## src/rtl/id_inst_buffer.sv

```systemverilog
// -----------------------------------------------------------------------------
// id_inst_buffer
//
// Instruction buffer between IF and ID. A circular FIFO of {pc, inst} pairs
// with valid/ready handshakes on both sides. The head entry is shown on out_*
// without waiting a cycle. When the buffer is empty, out_pc and out_inst are
// forced to zero so that ID decodes a NOP on a bubble.
//
// Two flush modes are provided:
//   flush      - drop every entry, including this cycle's push.
//   flush_keep - keep only the oldest entry that survives this cycle's pop and
//                push (the branch delay slot), and drop the rest.
//
// Ports:
//   clk, rst            clock; synchronous active-high reset
//   flush, flush_keep   flush controls (flush has priority)
//   in_valid/in_ready   IF-side handshake, with in_pc / in_inst
//   out_valid/out_ready ID-side handshake, with out_pc / out_inst
//   count               current occupancy (0..DEPTH)
//   almost_full         count >= AFULL_TH
// -----------------------------------------------------------------------------
module id_inst_buffer #(
  parameter int DEPTH    = 4,
  parameter int AFULL_TH = DEPTH - 1
) (
  input  logic                     clk,
  input  logic                     rst,
  input  logic                     flush,
  input  logic                     flush_keep,
  input  logic                     in_valid,
  output logic                     in_ready,
  input  logic [31:0]              in_pc,
  input  logic [31:0]              in_inst,
  output logic                     out_valid,
  input  logic                     out_ready,
  output logic [31:0]              out_pc,
  output logic [31:0]              out_inst,
  output logic [$clog2(DEPTH):0]   count,
  output logic                     almost_full
);

  localparam int PW = $clog2(DEPTH);
  typedef logic [PW:0] ptr_t;
  localparam ptr_t AFULL_W = ptr_t'(AFULL_TH);

  logic [63:0] mem [DEPTH];

  ptr_t wr_ptr_q, wr_ptr_d;
  ptr_t rd_ptr_q, rd_ptr_d;
  ptr_t rd_step;
  logic full, empty, push, pop, survivor, mem_we;

  // All status outputs come from the registered pointers only.
  assign empty       = (wr_ptr_q == rd_ptr_q);
  assign full        = (wr_ptr_q[PW-1:0] == rd_ptr_q[PW-1:0]) &&
                       (wr_ptr_q[PW] != rd_ptr_q[PW]);
  assign count       = wr_ptr_q - rd_ptr_q;
  assign almost_full = (count >= AFULL_W);

  // There is no bypass: a full buffer refuses input even while popping.
  assign in_ready  = ~full & ~rst;
  assign out_valid = ~empty;
  assign push      = in_valid & in_ready;
  assign pop       = out_valid & out_ready;

  assign out_pc   = out_valid ? mem[rd_ptr_q[PW-1:0]][63:32] : 32'b0;
  assign out_inst = out_valid ? mem[rd_ptr_q[PW-1:0]][31:0]  : 32'b0;

  always_comb begin
    rd_step  = rd_ptr_q + {{PW{1'b0}}, pop};
    // Something survives when an entry is left after the pop (count - pop is
    // nonzero), or when this cycle pushes an entry.
    survivor = (count != {{PW{1'b0}}, pop}) | push;
    wr_ptr_d = wr_ptr_q + {{PW{1'b0}}, push};
    rd_ptr_d = rd_step;
    mem_we   = push;
    if (flush) begin
      // Collapse to empty at the current read position. The push is dropped.
      wr_ptr_d = rd_ptr_q;
      rd_ptr_d = rd_ptr_q;
      mem_we   = 1'b0;
    end else if (flush_keep) begin
      // The first survivor is at rd_step: either the remaining head, or the
      // pushed entry when nothing remains. In the second case
      // rd_step == wr_ptr_q, so the normal write puts it in place.
      rd_ptr_d = rd_step;
      wr_ptr_d = rd_step + {{PW{1'b0}}, survivor};
    end
  end

  always_ff @(posedge clk) begin
    if (rst) begin
      wr_ptr_q <= '0;
      rd_ptr_q <= '0;
    end else begin
      wr_ptr_q <= wr_ptr_d;
      rd_ptr_q <= rd_ptr_d;
    end
  end

  // Storage is not reset; entries outside [rd, wr) are don't-care.
  always_ff @(posedge clk) begin
    if (mem_we) begin
      mem[wr_ptr_q[PW-1:0]] <= {in_pc, in_inst};
    end
  end

endmodule
```

## config.mk

```make
export PLATFORM = sky130hd
export DESIGN_NAME = id_inst_buffer
export DESIGN_NICKNAME = d
export VERILOG_FILES = /design/src/rtl/id_inst_buffer.sv
export SDC_FILE = /design/constraint.sdc
export NUM_CORES = 1
export LEC_CHECK = 0
export CAP_MARGIN = 0
export CORE_UTILIZATION = 40
export CTS_CLUSTER_SIZE = 8
export DETAILED_ROUTE_END_ITERATION = 6
export SLEW_MARGIN = 20
export SYNTH_ARGS = -nofsm -noshare
export SYNTH_HDL_FRONTEND = slang
export SYNTH_SLANG_ARGS = --single-unit
```

## constraint.sdc

```tcl
create_clock -name clk -period 11.33 [get_ports clk]
set_clock_uncertainty 0.2 [all_clocks]
set_input_delay 2.266 -clock clk [delete_from_list [all_inputs] [get_ports clk]]
set_output_delay 2.266 -clock clk [all_outputs]
set_load 0.005 [all_outputs]
```

Word level (Yosys, flattened, before mapping)
Memory sizes are Yosys's and may differ from the RTL's. A register that Yosys moved wholly into a read port is not among the register bits.
Index checks and enable logic that the tools add are counted.
W data, S select, Z words.

cells by class
  div/mod/pow operators = 0
  reduce and logical (&&, ||, !) cells = 1
  multiply operators = 0
  add/sub/neg operators = 4
  shifts and indexed selects = 0
  muxes and demuxes = 9
  equality and inequality tests = 4
  order comparisons = 1
  bitwise gates (word level) = 7

operator list
  cell                  number
  $mux W32              2
  $add A3 B1 Y3         3
  $mux W3               2
  $mux W2               2
  $and A1 B1 Y1         3
  $eq A3 B3 Y1          1
  $ge A3 B2 Y1 const B  1
  $mux W1               3
  $ne A3 B1 Y1          1
  $not A1 Y1            3
  $sub A3 B3 Y3         1
  $eq A2 B2 Y1          1
  $logic_and A1 B1 Y1   1
  $ne A1 B1 Y1          1
  $or A1 B1 Y1          1

word-level totals
  logic and storage cells = 29
  latch bits = 0
  memory bits (writable) = 256
  memory bits (read-only) = 0
  input port bits = 70
  memories = 1
  output and inout port bits = 70
  bits in registers = 6

memories
  memory  words  width  read ports  clocked after memory_dff  wr ports  RTL line  text
  mem     4      64     1           1                         1         46        logic [63:0] mem [DEPTH];

Logic depth before layout (Yosys ltp)
Gate-level depths: netlist of the first run.

  depth in word-level cells = 9
  gate-level depth with buffers = 12
  mapped depth without buffers = 11

Worst setup path before layout of the first run
No wires, ideal clock.

  path type = input -> register
  from = input rst
  to = memory mem[1][0] (enable)
  arrival = 8.900 ns
  slack = 1.586 ns
  buffers on the path = 1
  cell stages on the path = 3
  cells stage by stage = clkbuf_1 a311o_1 nor4_1

between the ends
  word-level cells in the longest chain between the ends = 6

RTL lines
  element                        RTL line  text
  start, declared                27        input logic rst,
  $not A1 Y1                     61        assign in_ready = ~full & ~rst;
  $and A1 B1 Y1                  61
  $and A1 B1 Y1                  63        assign push = in_valid & in_ready;
  $mux W1                        77        if (flush) begin
  $mux W1                        103       if (mem_we) begin
  $mux W1 (implied by the code)  104       mem[wr_ptr_q[PW-1:0]] <= {in_pc, in_inst};
  end, declared                  46

No other way between the ends.

Worst setup path after layout of the first run
  from = register wr_ptr_q[0]
  to = output out_inst[27]

between the ends
  word-level cells in the longest chain between the ends = 2

RTL lines
  element                 RTL line  text
  start, declared         48        ptr_t wr_ptr_q, wr_ptr_d;
  start signal, assigned  96        wr_ptr_q <= wr_ptr_d;
  $eq A3 B3 Y1            54        assign empty = (wr_ptr_q == rd_ptr_q);
  $mux W32                67        assign out_inst = out_valid ? mem[rd_ptr_q[PW-1:0]][31:0] : 32'b0;
  end, declared           37        output logic [31:0] out_inst,

No other way between the ends.

==> impl_metrics.env, run 1 <==
export IMPL_status="finished, final reports clean"
export IMPL_clk_pin_slew_worst_paths_ns=0.05
export IMPL_clock_root_buffer="clkbuf_16"
export IMPL_post_cts_buffers=0
export IMPL_io_pins=140
export IMPL_yosys_cell_types_count=31
export IMPL_rsz0062_at_grt="no"
export IMPL_yosysMostFrequentCell="edfxtp_1"
export IMPL_cts_max_path_buffers=3
export IMPL_globalplace_congestion=0.751
export IMPL_fillers=2084
export IMPL_start_util=0.407
export IMPL_drive_gt1_frac=0.249
export IMPL_syn_nets=550
export IMPL_syn_area_um2=10600
export IMPL_min_period_ns=6.15
export IMPL_tns_ns=0
export IMPL_synth_warnings=0
export IMPL_regArea_um2=7860
export IMPL_nNetsFinal=713
export IMPL_grt_pass1_wl_mm=30.8
export IMPL_rr_worst_depth=12
export IMPL_antenna_found_initial=1
export IMPL_whs_path_depth=2
export IMPL_die_width_um=165
export IMPL_hold_buffers=0
export IMPL_totalWireLength_mm=19.9
export IMPL_power_density_nw_per_um2=177
export IMPL_dp_cells=929
export IMPL_synth_cells=471
export IMPL_synth_top_area_cell="edfxtp_1"
export IMPL_post_dp_cell_area_um2=12300
export IMPL_drc=0
export IMPL_rows=59
export IMPL_synth_ff_type="edfxtp_1"
export IMPL_finalCritPeriodShare=0.543
export IMPL_power_total_mw=2.36
export IMPL_startpoint_type="flip-flop"
export IMPL_p_leak_nw=4.30
export IMPL_cts_made_buffers=38
export IMPL_netlist_top_cells_count="256 x edfxtp_1, 64 x mux4_2, 40 x nor2b_4"
export IMPL_vias=5013
export IMPL_clk_latency_ns=0.49
export IMPL_first_global_vias=5494
export IMPL_hold_viol_final=0
export IMPL_cts_sinks=264
export IMPL_area_delta_synth_final_pct=26.1
export IMPL_final_core_util=0.514
export IMPL_layout_cells_non_filler=978
export IMPL_synth_seq_area_share=0.741
export IMPL_fp_dieArea_um2=27100
export IMPL_wl_per_cell_um=20.3
export IMPL_drtIter0Drc=301
export IMPL_path_max_fanout=40
export IMPL_slew_headroom=0.310
export IMPL_ir_worst_vdd_uv=105
export IMPL_dr_pass1_iters=4
export IMPL_dp_hpwl_mm=10.7
export IMPL_min_path_type="flip-flop to flip-flop"
export IMPL_fp_dieH_um=165
export IMPL_postLayoutCellArea_um2=13400
export IMPL_multiInputGateArea_um2=2540
export IMPL_cts_resized=0
export IMPL_drv_cap=0
export IMPL_htreeDepth=2
export IMPL_cp_data_required_time_ns=8.86
export IMPL_synth_edf_count=256
export IMPL_ant_nets=0
export IMPL_worstPathArrival_ns=3.69
export IMPL_async_flop_share=0
export IMPL_yosys_area_top_type_share=0.726
export IMPL_max_freq_mhz=163
export IMPL_tritoncts="built"
export IMPL_grt_max_degree=65
export IMPL_finalSetupViolations=0
export IMPL_synth_ff_latch_count=264
export IMPL_critPathKind="flip-flop to primary output"
export IMPL_final_max_slew_viol_count=0
export IMPL_end_kind="primary output"
export IMPL_portBuffers=139
export IMPL_synth_area_leaders="edfxtp_1 73%, mux4_2 14%, nor2b_4 5.2%, nor2b_1 1.5%, dfxtp_1 1.5%"
export IMPL_syn_area_per_cell_um2=22.5
export IMPL_viasPerCell=5.13
export IMPL_grt_overflow_total=0
export IMPL_worst_slew_pin_slew_ns=1.04
export IMPL_coreArea_um2=26000
export IMPL_track_usage=0.153
## layout make-up
| cell class | instances | area share |
|---|---|---|
| repair buffers | 146 | 0.108 |
| flip-flops and latches | 264 | 0.588 |
| inverters | 9 | 0.00253 |
| diodes | 1 | 0.000187 |
| well taps | 335 | 0.0314 |
| clock buffers | 48 | 0.0788 |
| multi-input cells | 175 | 0.191 |
## where the power goes
part           switching, mW  internal (mW)
registers             0.0111           1.09
logic                  0.114          0.151
clock network          0.364          0.636
## layout by cell type (no fill, tap or decap), types with 3 or more instances in the layout
cell,count
edfxtp_1,256
clkdlybuf4s50_1,139
mux4_2,64
clkbuf_16,41
nor2b_4,40
nor2b_1,26
inv_1,9
ha_1,8
clkbuf_1,7
buf_4,7
dfxtp_1,6
nand2_1,4
nor4_2,4
nor2_1,4
o21ai_0,3
## logic make-up after synthesis
kind of cell,after synthesis,synth area share
DFF,264,0.741
and+or+nand+nor,84,0.0765
muxes,66,0.138
buffers and inverters,32,0.0210
AOI/OAI and AO/OA,11,0.00686
adders and majority gates,9,0.0113
xor gates and xnor gates,5,0.00485
## worst paths after layout
check	from	to	slack [ns]
setup / recovery	wr_ptr_q[0]	out_inst[27]	5.18
hold / removal	rd_ptr_q[0]	flip-flop	0.33
setup reg to reg	wr_ptr_q[0]	wr_ptr_q[2]	7.83
hold reg to reg	rd_ptr_q[0]	flip-flop	0.33
## worst max-delay path: stages, from the launching register on
cell	delay [ns]
dfxtp_1	0.41
inv_1	0.12
ha_1	0.40
nand2_1	0.15
nor2_4	0.10
buf_4	0.59
buf_4	0.75
nor2b_1	0.15
clkdlybuf4s50_1	0.49
## state kept, by name (all words and copies together), names as in the netlist, named ones only
register	count
wr_ptr_q	3
rd_ptr_q	3
mem	256
## stage by stage
stage / hold WS (ns) / setup slack (ns)
floorplan: 0.289 / 1.59
global placement: 0.337 / 5.30
detailed placement: 0.328 / 5.28
CTS: 0.336 / 5.06
global route: 0.377 / 4.93
finish: 0.328 / 5.18
## routing by layer
| metal | GRT usage | wire (um) | vias up |
|---|---|---|---|
| met1 | 0.194 | 8430 | 2582 |
| met2 | 0.254 | 9600 | 159 |
| met3 | 0.0412 | 1340 | 46 |
| met5 | 0 | 0 | - |
| met4 | 0.0530 | 516 | 0 |
| li1 | - | - | 2226 |
(Power assumes the default switching activity.)
==> run 2: changes to the inputs <==
clock period = 4.93 ns   (was 11.33 ns; I/O delays follow)
==> run 2 against run 1 <==
Count of clock-buffer cells in the layout is 4 higher. Non-clock buffer count stayed put. Cell area is 0.68% higher.
==> impl_metrics.env, run 2 (same netlist as run 1, synthesis figures left out) <==
export IMPL_status="finished, final reports clean"
export IMPL_drv_cap=0
export IMPL_reg2reg_to="wr_ptr_q[2]"
export IMPL_path_max_fanout=66
export IMPL_drtIter0Drc=286
export IMPL_power_density_nw_per_um2=402
export IMPL_min_path_type="flip-flop to flip-flop"
export IMPL_post_cts_buffers=0
export IMPL_setup_slack_ns=0.789
export IMPL_grt_overflow_total=0
export IMPL_cts_sinks=264
export IMPL_final_max_slew_viol_count=0
export IMPL_fp_dieH_um=165
export IMPL_worstPathArrival_ns=2.95
export IMPL_nNetsFinal=713
export IMPL_critPathKind="flip-flop to primary output"
export IMPL_fp_dieArea_um2=27100
export IMPL_area_delta_synth_final_pct=27.0
export IMPL_worst_slew_pin_slew_ns=1.04
export IMPL_ir_worst_vdd_uv=261
export IMPL_finalSetupViolations=0
export IMPL_finalCritPeriodShare=0.840
export IMPL_tns_ns=0
export IMPL_dr_pass1_iters=5
export IMPL_end_kind="primary output"
export IMPL_clk_pin_slew_worst_paths_ns=0.05
export IMPL_portBuffers=139
export IMPL_min_delay_start="rd_ptr_q[0]"
export IMPL_clock_root_buffer="clkbuf_16"
export IMPL_rsz0062_at_grt="no"
export IMPL_slew_headroom=0.307
export IMPL_die_width_um=165
export IMPL_rr_worst_depth=12
export IMPL_dp_cells=929
export IMPL_viasPerCell=5.09
export IMPL_crit_reg2reg_launch="wr_ptr_q[0]"
export IMPL_htreeDepth=2
export IMPL_min_period_ns=4.14
export IMPL_coreArea_um2=26000
export IMPL_totalWireLength_mm=20.0
export IMPL_vias=5001
export IMPL_cp_data_required_time_ns=3.74
export IMPL_drive_gt1_frac=0.246
export IMPL_globalplace_congestion=0.719
export IMPL_hold_buffers=0
export IMPL_track_usage=0.154
export IMPL_ant_nets=0
export IMPL_layout_cells_non_filler=983
export IMPL_hold_viol_final=0
export IMPL_clk_latency_ns=0.50
export IMPL_drc=0
export IMPL_r2r_slack_ns=1.37
export IMPL_p_leak_nw=4.32
export IMPL_preCtsSetupSlack_ns=1.26
export IMPL_rows=59
export IMPL_dp_hpwl_mm=10.9
export IMPL_grt_max_degree=67
export IMPL_final_common_cell="edfxtp_1"
export IMPL_whs_path_depth=2
export IMPL_start_util=0.407
export IMPL_largest_reg_flops=256
export IMPL_fillers=2106
export IMPL_tritoncts="built"
export IMPL_layout_common_cells="256 x edfxtp_1, 139 x clkdlybuf4s50_1, 64 x mux4_2"
export IMPL_max_freq_mhz=242
export IMPL_first_global_vias=5426
export IMPL_grt_pass1_wl_mm=30.8
export IMPL_cts_resized=0
export IMPL_startpoint_type="flip-flop"
export IMPL_antenna_found_initial=0
export IMPL_final_core_util=0.517
export IMPL_cts_max_path_buffers=3
export IMPL_wl_per_cell_um=20.3
export IMPL_cts_made_buffers=38
export IMPL_io_pins=140
-- run 2: stage by stage --
step | total power [mW] | instance area [um2] | hold WS, ns
2_1_floorplan | 2.92 | 10600 | 0.289
3_3_place_gp | 3.19 | 12400 | 0.330
3_5_place_dp | 3.20 | 12400 | 0.340
4_1_cts | 5.49 | 13400 | 0.354
5_1_grt | 5.62 | 13400 | 0.401
6_report | 5.40 | 13400 | 0.364
-- run 2: critical path, cell delays in order, from the launching register on --
cell and delay (ns):
dfxtp_1 0.46, inv_1 0.18, ha_1 0.42, nand2_1 0.14, nor2_4 0.13, buf_12 0.49, nor2b_1 0.13, clkdlybuf4s50_1 0.47
-- run 2: power by group --
part	switching [mW]	internal (mW)	total, mW
registers	0.0190	2.50	2.52
logic	0.273	0.354	0.627
clock network	0.837	1.42	2.26
-- run 2: worst max-delay path by stage --
| stage | from | end | slack [ns] | cells after the start |
|---|---|---|---|---|
| after floorplan | rst | mem[0][0] | -0.86 | 3 |
| after global placement | rst | wr_ptr_q[2] | 1.35 | 8 |
| after detailed placement | rst | wr_ptr_q[2] | 1.26 | 8 |
| after CTS | wr_ptr_q[0] | out_pc[1] | 0.73 | 7 |
| after global routing | wr_ptr_q[0] | out_pc[1] | 0.57 | 7 |
| final | wr_ptr_q[0] | out_pc[1] | 0.79 | 7 |
-- run 2: final cells by class --
class	count	area, um2	area share
Clock buffer	52	1020	0.0762
Clock inverter	1	8.76	0.000652
Multi-Input combinational cell	175	2580	0.192
Inverter	9	33.8	0.00251
Sequential cell	264	7860	0.584
Tap cell	335	419	0.0312
Antenna cell	1	2.50	0.000186
Timing Repair Buffer	146	1520	0.113
-- run 2: metal layers --
metal / share of wire / vias to the layer above / global-route usage / routed length [um]
li1: - / 2231 / - / -
met1: 0.42 / 2562 / 0.198 / 8420
met2: 0.49 / 167 / 0.256 / 9820
met3: 0.066 / 41 / 0.0364 / 1320
met4: 0.022 / 0 / 0.0513 / 442
met5: 0 / - / 0 / 0
==> run 3: changes to the inputs <==
clock period = 3.65 ns   (was 4.93 ns; I/O delays follow)
==> run 3 against run 2 <==
Sequential cell count unchanged. Utilization up 0.52 points. Final cell count increased by 0.61%. Die area unchanged. Global-route usage is 0.33 points higher. Cell area increased by 1.0%.
==> impl_metrics.env, run 3 (same netlist as run 1, synthesis figures left out) <==
export IMPL_final_max_slew_viol_count=0
export IMPL_worstPathArrival_ns=2.59
export IMPL_dp_hpwl_mm=11.8
export IMPL_final_core_util=0.523
export IMPL_track_usage=0.157
export IMPL_portBuffers=139
export IMPL_first_global_vias=5541
export IMPL_preCtsSetupSlack_ns=0.468
export IMPL_layout_common_cells="256 x edfxtp_1, 139 x clkdlybuf4s50_1, 64 x mux4_2"
export IMPL_totalWireLength_mm=20.5
export IMPL_dr_pass1_iters=6
export IMPL_reg2reg_to="wr_ptr_q[2]"
export IMPL_end_kind="primary output"
export IMPL_htreeDepth=2
export IMPL_globalplace_congestion=0.798
export IMPL_cts_made_buffers=38
export IMPL_tritoncts="built"
export IMPL_die_width_um=165
export IMPL_cts_sinks=264
export IMPL_cp_data_required_time_ns=2.72
export IMPL_critPathKind="flip-flop to primary output"
export IMPL_grt_busiest_layer="met2"
export IMPL_clk_pin_slew_worst_paths_ns=0.05
export IMPL_antennaDiodeCount=0
export IMPL_globalRouteMet2Util=0.266
export IMPL_worst_slew_pin_slew_ns=0.640
export IMPL_clk_latency_ns=0.51
export IMPL_holdWs_ns=0.371
export IMPL_rows=59
export IMPL_clock_root_buffer="clkbuf_16"
export IMPL_start_util=0.407
export IMPL_nNetsFinal=718
export IMPL_max_freq_mhz=284
export IMPL_hold_viol_final=0
export IMPL_finalSetupViolations=0
export IMPL_path_max_fanout=40
export IMPL_grt_pass1_wl_mm=31.2
export IMPL_setup_slack_ns=0.126
export IMPL_p_leak_nw=4.38
export IMPL_drc=0
export IMPL_crit_reg2reg_launch="wr_ptr_q[0]"
export IMPL_startpoint_type="flip-flop"
export IMPL_whs_path_depth=2
export IMPL_status="finished, final reports clean"
export IMPL_antenna_found_initial=1
export IMPL_rr_worst_depth=12
export IMPL_postLayoutCellArea_um2=13600
export IMPL_min_delay_start="rd_ptr_q[1]"
export IMPL_drive_gt1_frac=0.260
export IMPL_area_delta_synth_final_pct=28.3
export IMPL_slew_headroom=0.572
export IMPL_coreArea_um2=26000
export IMPL_min_period_ns=3.52
export IMPL_ant_nets=0
export IMPL_grt_max_degree=65
export IMPL_largest_reg_flops=256
export IMPL_min_path_type="flip-flop to flip-flop"
export IMPL_cts_max_path_buffers=3
export IMPL_rsz0062_at_grt="no"
export IMPL_r2r_slack_ns=0.53
export IMPL_drtIter0Drc=288
export IMPL_wl_per_cell_um=20.8
export IMPL_io_pins=140
export IMPL_ir_worst_vdd_uv=374
export IMPL_power_density_nw_per_um2=548
export IMPL_final_common_cell="edfxtp_1"
export IMPL_post_dp_cell_area_um2=12500
export IMPL_fp_dieArea_um2=27100
export IMPL_viasPerCell=5.08
export IMPL_finalCritPeriodShare=0.965
export IMPL_vias=5029
export IMPL_use_met3=0.0321
export IMPL_grt_overflow_total=0
export IMPL_dp_cells=934
export IMPL_fp_dieH_um=165
export IMPL_layout_cells_non_filler=989
export IMPL_grt_use_met1=0.201
export IMPL_drv_cap=0
run 3: cell count changes in the layout (fill, tap and decap cells not counted), sizes merged:
cell    change
diode       -1
buf         +5
inv         -1
clkbuf      +3
run 3: worst max-delay path by stage:
stage                            from      endpoint  slack, ns  cells past startpoint
after global placement    wr_ptr_q[0]   wr_ptr_q[2]       0.55                     12
after detailed placement          rst   wr_ptr_q[2]       0.47                      8
final                     wr_ptr_q[0]  out_inst[29]       0.13                      7
after CTS                   flip-flop     out_pc[6]       0.06                      4
after global routing      wr_ptr_q[0]  out_inst[29]      0.001                      7
after floorplan                   rst     mem[0][0]      -0.43                      3
run 3: final cells by class:
class,count,area (um2)
multi-input combinational,175,2600
timing repair buffer,151,1590
clock buffer,55,1080
tap,335,419
sequential,264,7860
inverter,9,33.8
fill,2048,12400
run 3: power by group:
group | internal [mW] | switching [mW]
Sequential | 3.38 | 0.0268
Combinational | 0.496 | 0.382
Clock | 2.01 | 1.15
Total | 5.88 | 1.56
run 3: per-stage QoR:
step / power (mW) / TNS [ns]
global placement: 4.34 / 0
global route: 7.70 / 0
floorplan: 3.95 / -105.31
finish: 7.44 / 0
detailed placement: 4.36 / 0
CTS: 7.54 / 0
run 3: layer usage:
metal | vias up | part of all wire
li1 | 2233 | -
met2 | 144 | 0.50
met4 | 2 | 0.022
met5 | - | 0.00058
met3 | 40 | 0.050
met1 | 2610 | 0.43
run 3: worst max-delay path: stages (launching register included):
cell             delay [ns]
dfxtp_2                0.39
inv_1                  0.15
ha_4                   0.33
nand2_1                0.10
nor2_4                 0.15
buf_12                 0.28
nor2b_1                0.12
clkdlybuf4s50_1        0.49
run 3: repair_timing:
| item | CTS | global route |
|---|---|---|
| setup buffers | 0 | 0 |
| hold buffers | 0 | 0 |
| endpoints found under the hold margin | 0 | 0 |
| gates resized for setup | 0 | 2 |
| endpoints found under the setup margin | 0 | 2 |
